==> config.mk <==
export PLATFORM = sky130hd
export DESIGN_NAME = shared_resource_lease_ctrl
export DESIGN_NICKNAME = d
export VERILOG_FILES = /design/src/rtl/shared_arb_pkg.sv /design/src/rtl/rr_pick.sv /design/src/rtl/shared_resource_lease_ctrl.sv
export SDC_FILE = /design/constraint.sdc
export NUM_CORES = 1
export LEC_CHECK = 0
export CAP_MARGIN = 40
export CORE_AREA = 2 2 66 68
export CTS_BUF_LIST = sky130_fd_sc_hd__clkbuf_4
export DETAILED_ROUTE_END_ITERATION = 8
export DIE_AREA = 0 0 68 70
export GPL_ROUTABILITY_DRIVEN = 0
export GPL_TIMING_DRIVEN = 0
export PLACE_DENSITY = 0.76
export SYNTH_ARGS = -nofsm -noshare
export SYNTH_HDL_FRONTEND = slang
export SYNTH_SLANG_ARGS = --single-unit
==> constraint.sdc <==
create_clock -name clk -period 3.65 [get_ports clk]
set_input_delay 0.5475 -clock clk [delete_from_list [all_inputs] [get_ports clk]]
set_output_delay 0.5475 -clock clk [all_outputs]
set_load 0.02 [all_outputs]
==> src/rtl/shared_arb_pkg.sv <==
// rtl/shared_arb_pkg.sv - shared arbitration types, widths and helpers
package shared_arb_pkg;

  typedef enum logic [1:0] {
    ST_IDLE  = 2'd0,
    ST_OWNED = 2'd1,
    ST_GAP   = 2'd2
  } state_t;

  // Minimum of 1 so that a single-entry field still gets a real bit.
  function automatic int clog2(input int value);
    int r;
    r = 0;
    while ((1 << r) < value) r++;
    return (r < 1) ? 1 : r;
  endfunction

  localparam int DEF_N   = 8;
  localparam int DEF_IDW = clog2(DEF_N);

endpackage

==> src/rtl/rr_pick.sv <==
// rtl/rr_pick.sv - combinational round-robin pick: first set request at or after ptr
module rr_pick
  import shared_arb_pkg::*;
#(
  parameter int N   = DEF_N,
  parameter int IDW = clog2(N)
) (
  input  logic [N-1:0]   req,
  input  logic [IDW-1:0] ptr,
  output logic           found,
  output logic [IDW-1:0] idx,
  output logic [N-1:0]   onehot
);

  logic [N-1:0] rot;
  int           off;
  int           sum;

  always_comb begin
    rot    = '0;
    off    = 0;
    sum    = 0;
    idx    = '0;
    onehot = '0;
    // Rotate so the pointer position lands at bit 0, then take the lowest set bit.
    for (int i = 0; i < N; i++) begin
      sum = i + int'(ptr);
      if (sum >= N) sum = sum - N;
      rot[i] = req[sum];
    end
    for (int i = N - 1; i >= 0; i--) begin
      if (rot[i]) off = i;
    end
    found = |rot;
    sum   = off + int'(ptr);
    if (sum >= N) sum = sum - N;
    if (found) begin
      idx         = IDW'(sum);
      onehot[sum] = 1'b1;
    end
  end

endmodule

==> src/rtl/shared_resource_lease_ctrl.sv <==
// rtl/shared_resource_lease_ctrl.sv - lease-based round-robin owner of a shared resource
module shared_resource_lease_ctrl
  import shared_arb_pkg::*;
#(
  parameter int N          = DEF_N,
  parameter int MAX_HOLD   = 4,
  parameter int TURNAROUND = 1,
  parameter int IDW        = clog2(N)
) (
  input  logic           clk,
  input  logic           rst_n,
  input  logic [N-1:0]   request,
  input  logic [N-1:0]   lease_release,
  input  logic           res_ready,
  output logic [N-1:0]   grant,
  output logic           grant_valid,
  output logic [IDW-1:0] owner_id,
  output logic           timeout,
  output logic [IDW-1:0] timeout_id
);

  localparam int             HCW      = clog2(MAX_HOLD + 1);
  localparam int             GCW      = clog2(TURNAROUND + 1);
  localparam logic [HCW-1:0] HOLD_MAX = HCW'(MAX_HOLD);
  localparam logic [GCW-1:0] GAP_MAX  = GCW'(TURNAROUND);
  localparam logic [IDW-1:0] LAST_ID  = IDW'(N - 1);

  state_t         state;
  logic [IDW-1:0] rr_ptr;
  logic [HCW-1:0] hold_cnt;
  logic [GCW-1:0] gap_cnt;

  logic           pick_found;
  logic [IDW-1:0] pick_idx;
  logic [N-1:0]   pick_onehot;
  logic           end_normal;

  rr_pick #(
    .N   (N),
    .IDW (IDW)
  ) u_rr_pick (
    .req    (request),
    .ptr    (rr_ptr),
    .found  (pick_found),
    .idx    (pick_idx),
    .onehot (pick_onehot)
  );

  // Release or request-drop by the owner wins over the hold limit: no timeout then.
  assign end_normal = lease_release[owner_id] | ~request[owner_id];

  always_ff @(posedge clk or negedge rst_n) begin
    if (!rst_n) begin
      state       <= ST_IDLE;
      rr_ptr      <= '0;
      hold_cnt    <= '0;
      gap_cnt     <= '0;
      grant       <= '0;
      grant_valid <= 1'b0;
      owner_id    <= '0;
      timeout     <= 1'b0;
      timeout_id  <= '0;
    end else begin
      timeout <= 1'b0;
      case (state)
        ST_IDLE: begin
          if (pick_found && res_ready) begin
            grant       <= pick_onehot;
            grant_valid <= 1'b1;
            owner_id    <= pick_idx;
            hold_cnt    <= HCW'(1);
            state       <= ST_OWNED;
          end
        end
        ST_OWNED: begin
          if (end_normal || hold_cnt == HOLD_MAX) begin
            grant       <= '0;
            grant_valid <= 1'b0;
            owner_id    <= '0;
            rr_ptr      <= (owner_id == LAST_ID) ? '0 : owner_id + 1'b1;
            gap_cnt     <= GCW'(1);
            state       <= ST_GAP;
            if (!end_normal) begin
              timeout    <= 1'b1;
              timeout_id <= owner_id;
            end
          end else begin
            hold_cnt <= hold_cnt + 1'b1;
          end
        end
        ST_GAP: begin
          if (gap_cnt == GAP_MAX) state <= ST_IDLE;
          else                    gap_cnt <= gap_cnt + 1'b1;
        end
        default: state <= ST_IDLE;
      endcase
    end
  end

endmodule

==> run_results.csv, run 1 <==
group,metric,value,unit
outcome,status,"finished with violations",
outcome,violations,"setup timing",
cts,cts_tree,"yes",
floorplanning,pin_count,35,
global_route,grt_max_degree,16,
cts,cts_max_level,1,
worst_setup_path,setup.worst_path.start_class,"flip-flop",
synthesis,ys_seq_elements,25,
synthesis,ys_async_sr_fraction,100,%
worst_setup_path,crit_type,"flip-flop to flip-flop",
power_and_ir_drop,power-per-cell-area,1000,nW/um^2
cts,cts_hold_buf,0,
cts,clk_pin_slew,0.14,ns
timing,fmaxAchievable,271,MHz
timing,drv_slew,0,
route,drtIter0Drc,83,
timing,min_period_over_period,101,%
final_layout,stdcell_area,2540,um^2
floorplanning,fp.dieArea,4760,um^2
final_layout,post-route-util,61.3,%
power_and_ir_drop,swShare,45.2,%
synthesis,synthTopCellsByCount,"dfrtp_1, inv_1, nand2_1",
place,placed_cells,250,
route,postRouteAntennaNets,0,
global_route,grt_pass1_wl,7220,um
worst_setup_path,crit_path_end,"grant[3]",
global_route,track_usage,19.7,%
global_route,grt_antenna_before_repair,0,
worst_setup_path,path_max_fanout,5,
route,firstDrtPassIters,4,
synthesis,yosys.area.top_type_share,33.0,%
route,via_per_inst,5.59,
final_layout,fin_cells,266,
route,drt_wl_total,4290,um
power_and_ir_drop,power.leakage,1.03,nW
worst_setup_path,timing.rr.start,"rr_ptr[1]",
floorplanning,die_y,70,um
synthesis,ys_warn_count,0,
route,wl_per_cell,16.1,um
worst_setup_path,regToRegEndpoint,"grant[3]",
final_layout,fin_nets,242,
power_and_ir_drop,design_power_total,2.54,mW
timing,rsz0062_at_grt,"true",
synthesis,synth_area,1900,um^2
global_route,overflow,0,
final_layout,antenna_cells,0,
timing,skew,0.0114,ns
power_and_ir_drop,p_sw,1.15,mW
power_and_ir_drop,internal_power,1.39,mW
synthesis,synth_top_flop_cell,"dfrtp_1",
timing,hold_viol_final,0,
synthesis,synth_nets,190,
route,drc_errors,0,
synthesis,syn-mean-instance-area,11.6,um^2
timing,worstMarginPinSlew,0.581,ns
final_layout,multi_input_area,1270,um^2
final_layout,n_fill_cell,347,
synthesis,synth_most_common_cell,"dfrtp_1",
route,num_vias,1488,
timing,setup_viol,7,
power_and_ir_drop,p_seq_share,16.9,%
cts,cts_buffers,3,
cts,clk_latency,0.31,ns
synthesis,synth.yosys.seq_area_share,33.0,%
synthesis,yosysUniqueCellTypes,47,
timing,setup_ws,-0.0444,ns
timing,slew_headroom,61.2,%
min_path,hold_path_class,"flip-flop to flip-flop",
place,io_buffers,34,
worst_setup_path,worstPathArrival,3.94,ns
final_layout,final_layout_size_suffix_gt1_share,32.7,%
worst_setup_path,reg2reg_depth,15,
timing,fin_hold_ws,0.468,ns
worst_setup_path,ff2ff_setup_slack,-0.04,ns
synthesis,synth_area_leader_cell,"dfrtp_1",
final_layout,seqCellArea,627,um^2
floorplanning,initial_utilization,45.7,%
power_and_ir_drop,ir_drop,0.406,mV
timing,layout_min_cycle_time,3.69,ns
global_route,grt_pass1_vias,1485,
floorplanning,rows,24,
synthesis,ys_top_cells_by_area,"dfrtp_1, mux4_1, mux4_2, ha_1, o2bb2ai_1",
floorplanning,core,4140,um^2
power_and_ir_drop,combPwrFrac,78.2,%
place,hpwl,3150,um
power_and_ir_drop,p_clk_share,4.8,%
final_layout,syn2layout_area_growth,34.0,%
synthesis,synth_enable_flop_cells,0,
floorplanning,die_w,68,um
cts,cts_num_sinks,25,
worst_setup_path,end_kind,"flip-flop",
worst_setup_path,cp_data_required_time,3.90,ns
cts,cts_root_buf,"clkbuf_4",
place,placed_area,2330,um^2
cts,ctsLongestPathBuffers,2,
run,drv_cap,0,
worst_setup_path,startpoint,"rr_ptr[1]",
synthesis,synth_cells,163,
[metal layers]
layer	routed length, um	up-vias	track usage, %
met5	0	-	0
met4	33	0	4.44
met2	2200	22	31.4
li1	-	719	-
met1	1960	743	28.7
met3	98	4	2.25
[flip-flops by register name, indices dropped and copies added (netlist names)]
signal and flops:
grant 8, timeout 1, state 2, grant_valid 1, owner_id 3, rr_ptr 3, timeout_id 3, gap_cnt 1
hold_cnt 3
[cell families (layout without fill, tap and decap cells)]
family | Yosys count | in the layout | synth area share (%)
and+or+nand+nor | 50 | 50 | 15.4
AOI/OAI and AO/OA | 33 | 33 | 14.9
DFF | 25 | 25 | 33.0
muxes | 23 | 23 | 22.7
buffers and inverters | 18 | 69 | 5.48
adders and majority gates | 8 | 8 | 5.68
xor gates and xnor gates | 6 | 6 | 2.77
[worst min-delay path by stage]
stage | cells past startpoint | slack (ns) | endpoint | from
after CTS | 1 | 0.48 | state[1] | gap_cnt
after detailed placement | 1 | 0.46 | gap_cnt | gap_cnt
after global placement | 1 | 0.43 | state[1] | gap_cnt
final | 1 | 0.47 | state[1] | gap_cnt
after floorplan | 0 | 0.25 | gap_cnt | rst_n
after global routing | 1 | 0.51 | state[1] | gap_cnt
[power groups by stage]
stage / clock (mW) / combinational [mW] / sequential [mW]
6_report: 0.122 / 1.99 / 0.431
3_3_place_gp: 0 / 1.45 / 0.444
4_1_cts: 0.127 / 1.81 / 0.429
2_1_floorplan: 0 / 1.12 / 0.463
3_5_place_dp: 0 / 1.48 / 0.445
5_1_grt: 0.140 / 2.15 / 0.443
[worst max-delay path: stages, from the launching register on]
cell	delay [ns]
dfrtp_1	0.39
clkbuf_8	0.15
inv_6	0.03
ha_4	0.26
mux4_2	0.54
and2b_1	0.18
mux4_2	0.47
nand3b_1	0.19
o311ai_2	0.11
a221oi_2	0.11
ha_2	0.19
inv_2	0.05
fa_2	0.45
buf_6	0.14
nand3b_1	0.17
o2bb2ai_1	0.18
[area by class of cell]
type / count / area share [%]
multi-input cells: 120 / 49.9
flip-flops and latches: 25 / 24.7
repair buffers: 47 / 17.4
well taps: 52 / 2.56
plain buffers: 6 / 2.32
inverters: 12 / 1.97
clock buffers: 3 / 0.887
clock inverters: 1 / 0.296
[metrics by stage]
step                      setup WS (ns)  TNS (ns)
after CTS                       -0.0381    -0.109
after global placement           -0.675     -6.08
after detailed placement         -0.785     -6.92
after floorplan                 0.00638         0
final                           -0.0444    -0.138
after global routing             -0.192     -1.58
[placed cells by master, fill, tap and decap left out, types with 3 or more instances in the layout]
master / Yosys / routed
a21oi_1: 5 / 3
a31oi_1: 3 / 3
and2b_1: 3 / 3
buf_4: 0 / 10
buf_6: 2 / 4
clkbuf_4: 0 / 3
clkdlybuf4s50_1: 0 / 26
dfrtp_1: 25 / 24
dlygate4sd2_1: 0 / 8
ha_1: 7 / 5
inv_1: 12 / 9
mux2_2: 6 / 6
mux2i_1: 4 / 3
mux4_1: 8 / 4
mux4_2: 5 / 9
nand2_1: 10 / 10
nand2b_1: 3 / 3
nand3b_1: 4 / 4
nor2_1: 7 / 7
nor2b_1: 4 / 4
nor3_1: 3 / 3
nor3b_1: 3 / 3
o21ai_0: 4 / 4
o2bb2ai_1: 8 / 3
o2bb2ai_2: 0 / 5
xnor2_1: 3 / 3
[repair_timing]
action | 4_1_cts | 5_1_grt
endpoints found under the hold margin | 0 | 0
setup endpoints to repair | 10 | 10
gates resized for setup | 25 | 11
setup buffers | 11 | 1
pin swaps | 7 | 4
No activity file was read; power rests on OpenSTA's default activity.
==> inputs of run 2 (changes only) <==
==> constraint.sdc (replaced) <==
create_clock -name clk -period 3.65 [get_ports clk]
set_input_delay 0.73 -clock clk [delete_from_list [all_inputs] [get_ports clk]]
set_output_delay 0.73 -clock clk [all_outputs]
set_load 0.02 [all_outputs]
==> run_results.csv, run 2 (synthesis results as in run 1) <==
group,metric,value,unit
floorplanning,rows,24,
min_path,holdPathStages,1,
final_layout,final_layout_size_suffix_gt1_share,37.2,%
cts,cts_max_level,1,
worst_setup_path,setup.worst_path.start_class,"flip-flop",
timing,rsz0062_at_grt,"true",
worst_setup_path,end_kind,"flip-flop",
global_route,track_usage,19.7,%
timing,slew_headroom,61.3,%
floorplanning,initial_utilization,45.7,%
cts,clk_latency,0.32,ns
floorplanning,pin_count,35,
route,num_vias,1510,
floorplanning,die_w,68,um
final_layout,fin_nets,243,
power_and_ir_drop,combPwrFrac,78.7,%
global_route,grt_antenna_before_repair,0,
power_and_ir_drop,power-per-cell-area,1030,nW/um^2
place,placed_area,2330,um^2
power_and_ir_drop,internal_power,1.42,mW
worst_setup_path,max_stage_delay,0.54,ns
final_layout,mostFrequentLayoutCells,"clkdlybuf4s50_1, dfrtp_1, nand2_1, buf_4",
floorplanning,core,4140,um^2
final_layout,stdcell_area,2540,um^2
final_layout,regMostFlops,"grant",
timing,min_period_over_period,104,%
final_layout,multi_input_area,1280,um^2
min_path,hold_path_class,"flip-flop to flip-flop",
worst_setup_path,cp.depth,15,
worst_setup_path,crit_path_end,"grant[7]",
worst_setup_path,cp_num_buf_inv,4,
final_layout,seqCellArea,627,um^2
power_and_ir_drop,p_clk_share,4.7,%
worst_setup_path,worstPathArrival,4.02,ns
power_and_ir_drop,p_sw,1.18,mW
route,drt_wl_total,4380,um
place,io_buffers,34,
cts,ctsLongestPathBuffers,2,
power_and_ir_drop,power.leakage,1.03,nW
final_layout,final_common_cell,"clkdlybuf4s50_1",
global_route,overflow,0,
cts,cts_hold_buf,0,
timing,fmaxAchievable,265,MHz
cts,cts_tree,"yes",
power_and_ir_drop,ir_drop,0.448,mV
cts,cts_root_buf,"clkbuf_4",
worst_setup_path,path_max_fanout,5,
timing,worstMarginPinSlew,0.579,ns
worst_setup_path,cp_data_required_time,3.89,ns
cts,cts_buffers,3,
power_and_ir_drop,swShare,45.3,%
run,drv_cap,0,
cts,cts_num_sinks,25,
outcome,status,"finished with violations",
worst_setup_path,cp_top_family,"multiplexers",
worst_setup_path,reg2reg_depth,15,
timing,drv_slew,0,
worst_setup_path,timing.rr.start,"rr_ptr[1]",
final_layout,n_fill_cell,349,
worst_setup_path,crit_type,"flip-flop to flip-flop",
route,postRouteAntennaNets,0,
floorplanning,fp.dieArea,4760,um^2
worst_setup_path,crit_path_top_delay_cell,"mux4_2",
final_layout,antenna_cells,0,
final_layout,syn2layout_area_growth,34.0,%
timing,setup_viol,9,
route,wl_per_cell,16.4,um
route,firstDrtPassIters,4,
route,drc_errors,0,
timing,hold_viol_final,0,
place,post-place-ws,-0.967,ns
worst_setup_path,path_cells,"clkbuf_8 -> inv_6 -> ha_4 -> mux4_2 -> and2b_1 -> mux4_2 -> nand3b_1 -> o311ai_2 -> a221oi_2 -> ha_2 -> inv_2 -> fa_2 -> buf_6 -> nand3b_1 -> o2bb2ai_1",
floorplanning,die_y,70,um
route,via_per_inst,5.66,
final_layout,largest_reg_flops,8,
global_route,grt_pass1_wl,7220,um
place,hpwl,3150,um
timing,skew,0.00962,ns
route,drtIter0Drc,84,
final_layout,post-route-util,61.3,%
power_and_ir_drop,p_seq_share,16.6,%
worst_setup_path,ff2ff_setup_slack,-0.13,ns
worst_setup_path,regToRegEndpoint,"grant[7]",
global_route,grt_pass1_vias,1485,
timing,layout_min_cycle_time,3.78,ns
outcome,violations,"setup timing",
worst_setup_path,startpoint,"rr_ptr[1]",
global_route,grt_max_degree,16,
cts,clk_pin_slew,0.14,ns
timing,setup_ws,-0.130,ns
==> run 2: changes by cell type in the layout (fill, tap and decap cells not counted), sizes merged <==
cell / previous run / this run
dlygate4sd2: 8 / 0
clkbuf: 6 / 14
buf: 16 / 17
==> run 2: timing repair <==
action | CTS | global route
resized for setup | 27 | 28
pin swaps | 8 | 6
endpoints found under the setup margin | 10 | 10
setup buffers | 11 | 2
==> run 2: worst min-delay path by stage <==
| stage | start | to | slack [ns] |
|---|---|---|---|
| floorplan | rst_n | gap_cnt | 0.43 |
| global placement | gap_cnt | state[1] | 0.43 |
| detailed placement | gap_cnt | gap_cnt | 0.46 |
| CTS | gap_cnt | state[1] | 0.48 |
| global route | gap_cnt | state[1] | 0.51 |
| finish | gap_cnt | state[1] | 0.47 |
==> run 2: metrics by stage <==
stage | hold WS (ns) | total power [mW] | setup TNS (ns) | cells
3_3_place_gp | 0.432 | 1.89 | -7.90 | 249
3_5_place_dp | 0.456 | 1.93 | -8.74 | 250
6_report | 0.467 | 2.60 | -0.400 | 267
5_1_grt | 0.505 | 2.79 | -1.73 | 267
2_1_floorplan | 0.426 | 1.58 | 0 | 163
4_1_cts | 0.476 | 2.38 | -0.109 | 265
==> run 2: per-layer routing <==
layer / part of all wire, % / vias up / GRT usage, %
met2: 52 / 19 / 31.4
met3: 1.2 / 6 / 2.25
met4: 1.0 / 0 / 4.44
met1: 46 / 766 / 28.7
met5: 0 / - / 0
li1: - / 719 / -
==> run 2: cell type report <==
class | count | share of cell area (%)
plain buffers | 6 | 2.32
clock buffers | 3 | 0.887
clock inverters | 1 | 0.296
inverters | 12 | 1.97
multi-input cells | 120 | 50.6
flip-flops and latches | 25 | 24.7
well taps | 52 | 2.56
repair buffers | 48 | 16.7
==> run 2: worst reg2reg max path: stages, from the launching register on <==
cell and delay [ns]:
dfrtp_1 0.39, clkbuf_8 0.16, inv_6 0.03, ha_4 0.26, mux4_2 0.54, and2b_1 0.18
mux4_2 0.47, nand3b_1 0.19, o311ai_2 0.11, a221oi_2 0.12, ha_2 0.20, inv_2 0.06
fa_2 0.45, buf_6 0.14, nand3b_1 0.20, o2bb2ai_1 0.23
==> run 2: power groups by stage <==
stage,registers [mW],logic (mW),clock network [mW]
after floorplan,0.463,1.12,0
final,0.432,2.05,0.122
after global routing,0.444,2.20,0.140
after CTS,0.429,1.82,0.127
after global placement,0.444,1.45,0
after detailed placement,0.445,1.48,0
==> RTL edit: new RTL, flow settings as in run 2 <==
Change the parameter `MAX_HOLD` from 4 to 5.
--- a/src/rtl/shared_resource_lease_ctrl.sv
+++ b/src/rtl/shared_resource_lease_ctrl.sv
@@ -3,7 +3,7 @@
   import shared_arb_pkg::*;
 #(
   parameter int N          = DEF_N,
-  parameter int MAX_HOLD   = 4,
+  parameter int MAX_HOLD   = 5,
   parameter int TURNAROUND = 1,
   parameter int IDW        = clog2(N)
 ) (
Function: changed (a bounded check fails within 10 cycles, from zero or initial values and one cycle with rst_n low).
==> RTL edit against run 2 <==
- final area is 4.5% lower
- register-to-register slack improved by 260 ps
- worst setup slack better by 210 ps
- synthesized area shrank 3.4%
- wire length decreased by 2.3%
- sequential cell count unchanged
- die area is the same
- power decreased by 16%
- sequential share of layout area is 1.1 points higher
- first-iteration DRC count increased by 90%
==> RTL edit: results (changes against run 2) <==
Parameter                              Value

Outcome
  Outcome ... completed

Clock network
  Clock slew at the register clock pins of the worst setup and hold paths ... 130 ps
  Cell chosen for the clock root ... sky130_fd_sc_hd__clkbuf_4

Power and ir drop
  Largest voltage drop on the vdd net ... 0.000410 V (-8.5%)
  Net switching power ... 1.00 mW (-15%)
  Leakage power ... 1.05 nW (+1.8%)

Routing
  First-pass DRT Iterations ... 4 (unchanged)
  Number of vias per cell after detailed routing ... 5.81 (+2.8%)
  Initial DRC count ... 160 (+90%)
  Average wire per standard cell ... 16.1 um (-1.5%)

Finish
  Antenna diode count ... 0 (unchanged)
  Filler cell count in the final layout ... 362 (+3.7%)
  Layout Nets ... 241 (-0.82%)
  Fraction of final layout cells with drive strength greater than 1 ... 26.8% (-10 points)

Logic synthesis
  Net count of the mapped netlist ... 193 (+1.6%)
  Most frequent cells after synthesis ... sky130_fd_sc_hd__dfrtp_1, sky130_fd_sc_hd__nand2_1, sky130_fd_sc_hd__inv_1
  Sequential element share of the synthesized area ... 34.2% (+1.1 points)
  Top area cells in the synthesized netlist ... sky130_fd_sc_hd__dfrtp_1, sky130_fd_sc_hd__mux4_2, sky130_fd_sc_hd__mux4_1, sky130_fd_sc_hd__ha_1, sky130_fd_sc_hd__mux2_2
  Number of distinct library cells after synthesis ... 48 (+2.1%)

Worst hold path
  Beginning of the worst hold path ... gap_cnt$_DFFE_PN0P_
  End point of the most critical hold path ... gap_cnt$_DFFE_PN0P_

Worst setup path
  RR Startpoint ... rr_ptr[0]$_DFFE_PN0P_
  Critical path peak fanout ... 6 (+1)
  Worst R2R Path Depth ... 18 (+3)
  Slack of the worst reg-to-reg path ... 130 ps (+260 ps)
  Arrival time at the worst endpoint ... 3790 ps (-230 ps)
  Worst R2R End ... grant[4]$_DFFE_PN0P_

Timing
  Worst slew margin relative to its limit ... 53.8% (-7.5 points)
  Worst clock skew ... 3.48 ps (-6.14 ps)

Global route
  Gr ovfl total ... 0 (unchanged)
  Initial antenna violation count ... 0 (unchanged)
  Via count of the first global-routing pass ... 1,470 (-1.0%)
  Global Route Usage Sum ... 18.0% (-1.7 points)
  First-pass GRT wire length ... 6780 um (-6.2%)

Placement
  Place WS ... -334 ps (+633 ps)
  Final HPWL DP ... 3090 um (-2.1%)
## RTL edit: critical path: stages
cell                              delay, ps
sky130_fd_sc_hd__clkdlybuf4s50_1        510
sky130_fd_sc_hd__mux4_2                 520
sky130_fd_sc_hd__mux2i_2                220
sky130_fd_sc_hd__nand2_1                100
sky130_fd_sc_hd__a311oi_2               260
sky130_fd_sc_hd__a31oi_1                 70
sky130_fd_sc_hd__a21oi_1                150
sky130_fd_sc_hd__ha_2                   180
sky130_fd_sc_hd__inv_1                   50
sky130_fd_sc_hd__fa_2                   410
sky130_fd_sc_hd__and3_4                 170
sky130_fd_sc_hd__a22oi_2                190
sky130_fd_sc_hd__buf_4                  150
sky130_fd_sc_hd__o2bb2ai_1               70
## RTL edit: timing repair
action | CTS | global route
pin swaps | 1 | 7
gates resized for setup | 2 | 20
setup buffers | 0 | 8
cloned | 0 | 0
hold buffers | 0 | 0
endpoints found under the setup margin | 7 | 9
## RTL edit: final cells by class
cell class                 count  area share (%)
buffer                         6            2.22
clock buffer                   3           0.928
clock inverter                 1           0.206
inverter                      12            2.01
multi-input combinational    123            48.5
sequential                    25            25.8
tap                           52            2.68
timing repair buffer          43            17.6
## RTL edit: kinds of logic after synthesis
logic type,synth area share [%]
compound gates,18.2
xor+xnor,2.32
fa+ha+maj,5.87
buf+inv,5.40
flops,34.2
mux,19.5
simple gates,14.6
## RTL edit: how the worst max path moves through the flow
stage,from,end,slack [ps],depth (start not counted)
final,request[3],grant[4]$_DFFE_PN0P_,80,14
after global routing,request[0],grant[4]$_DFFE_PN0P_,-40,14
after CTS,rr_ptr[0]$_DFFE_PN0P_,owner_id[2]$_DFFE_PN0P_,-30,17
after detailed placement,request[6],owner_id[2]$_DFFE_PN0P_,-330,13
after global placement,request[3],owner_id[2]$_DFFE_PN0P_,-290,13
after floorplan,rr_ptr[0]$_DFFE_PN0P_,owner_id[2]$_DFFE_PN0P_,270,17
## RTL edit: through the flow
| step | instances | utilization [%] | area (um^2) | hold slack (ps) |
|---|---|---|---|---|
| floorplan | 166 | - | 1830 | 434 |
| global placement | 252 | 54.0 | 2240 | 453 |
| detailed placement | 253 | 54.3 | 2250 | 459 |
| CTS | 257 | 55.3 | 2290 | 492 |
| global route | 265 | 58.5 | 2430 | 514 |
| finish | 265 | 58.5 | 2430 | 491 |
## RTL edit: metal layers
layer  GRT usage [%]  up-vias  share of wire (%)
met5               0        -                  0
met4            4.22        0               0.89
met3            2.09        5                2.9
met2            30.6       36                 52
met1            24.2      782                 44
li1                -      717                  -
## RTL edit: power groups by stage
stage	registers [mW]	clock network (mW)	logic, mW
2_1_floorplan	0.472	0	1.04
3_3_place_gp	0.432	0	1.38
3_5_place_dp	0.433	0	1.42
4_1_cts	0.427	0.127	1.45
5_1_grt	0.439	0.137	1.78
6_report	0.426	0.122	1.64
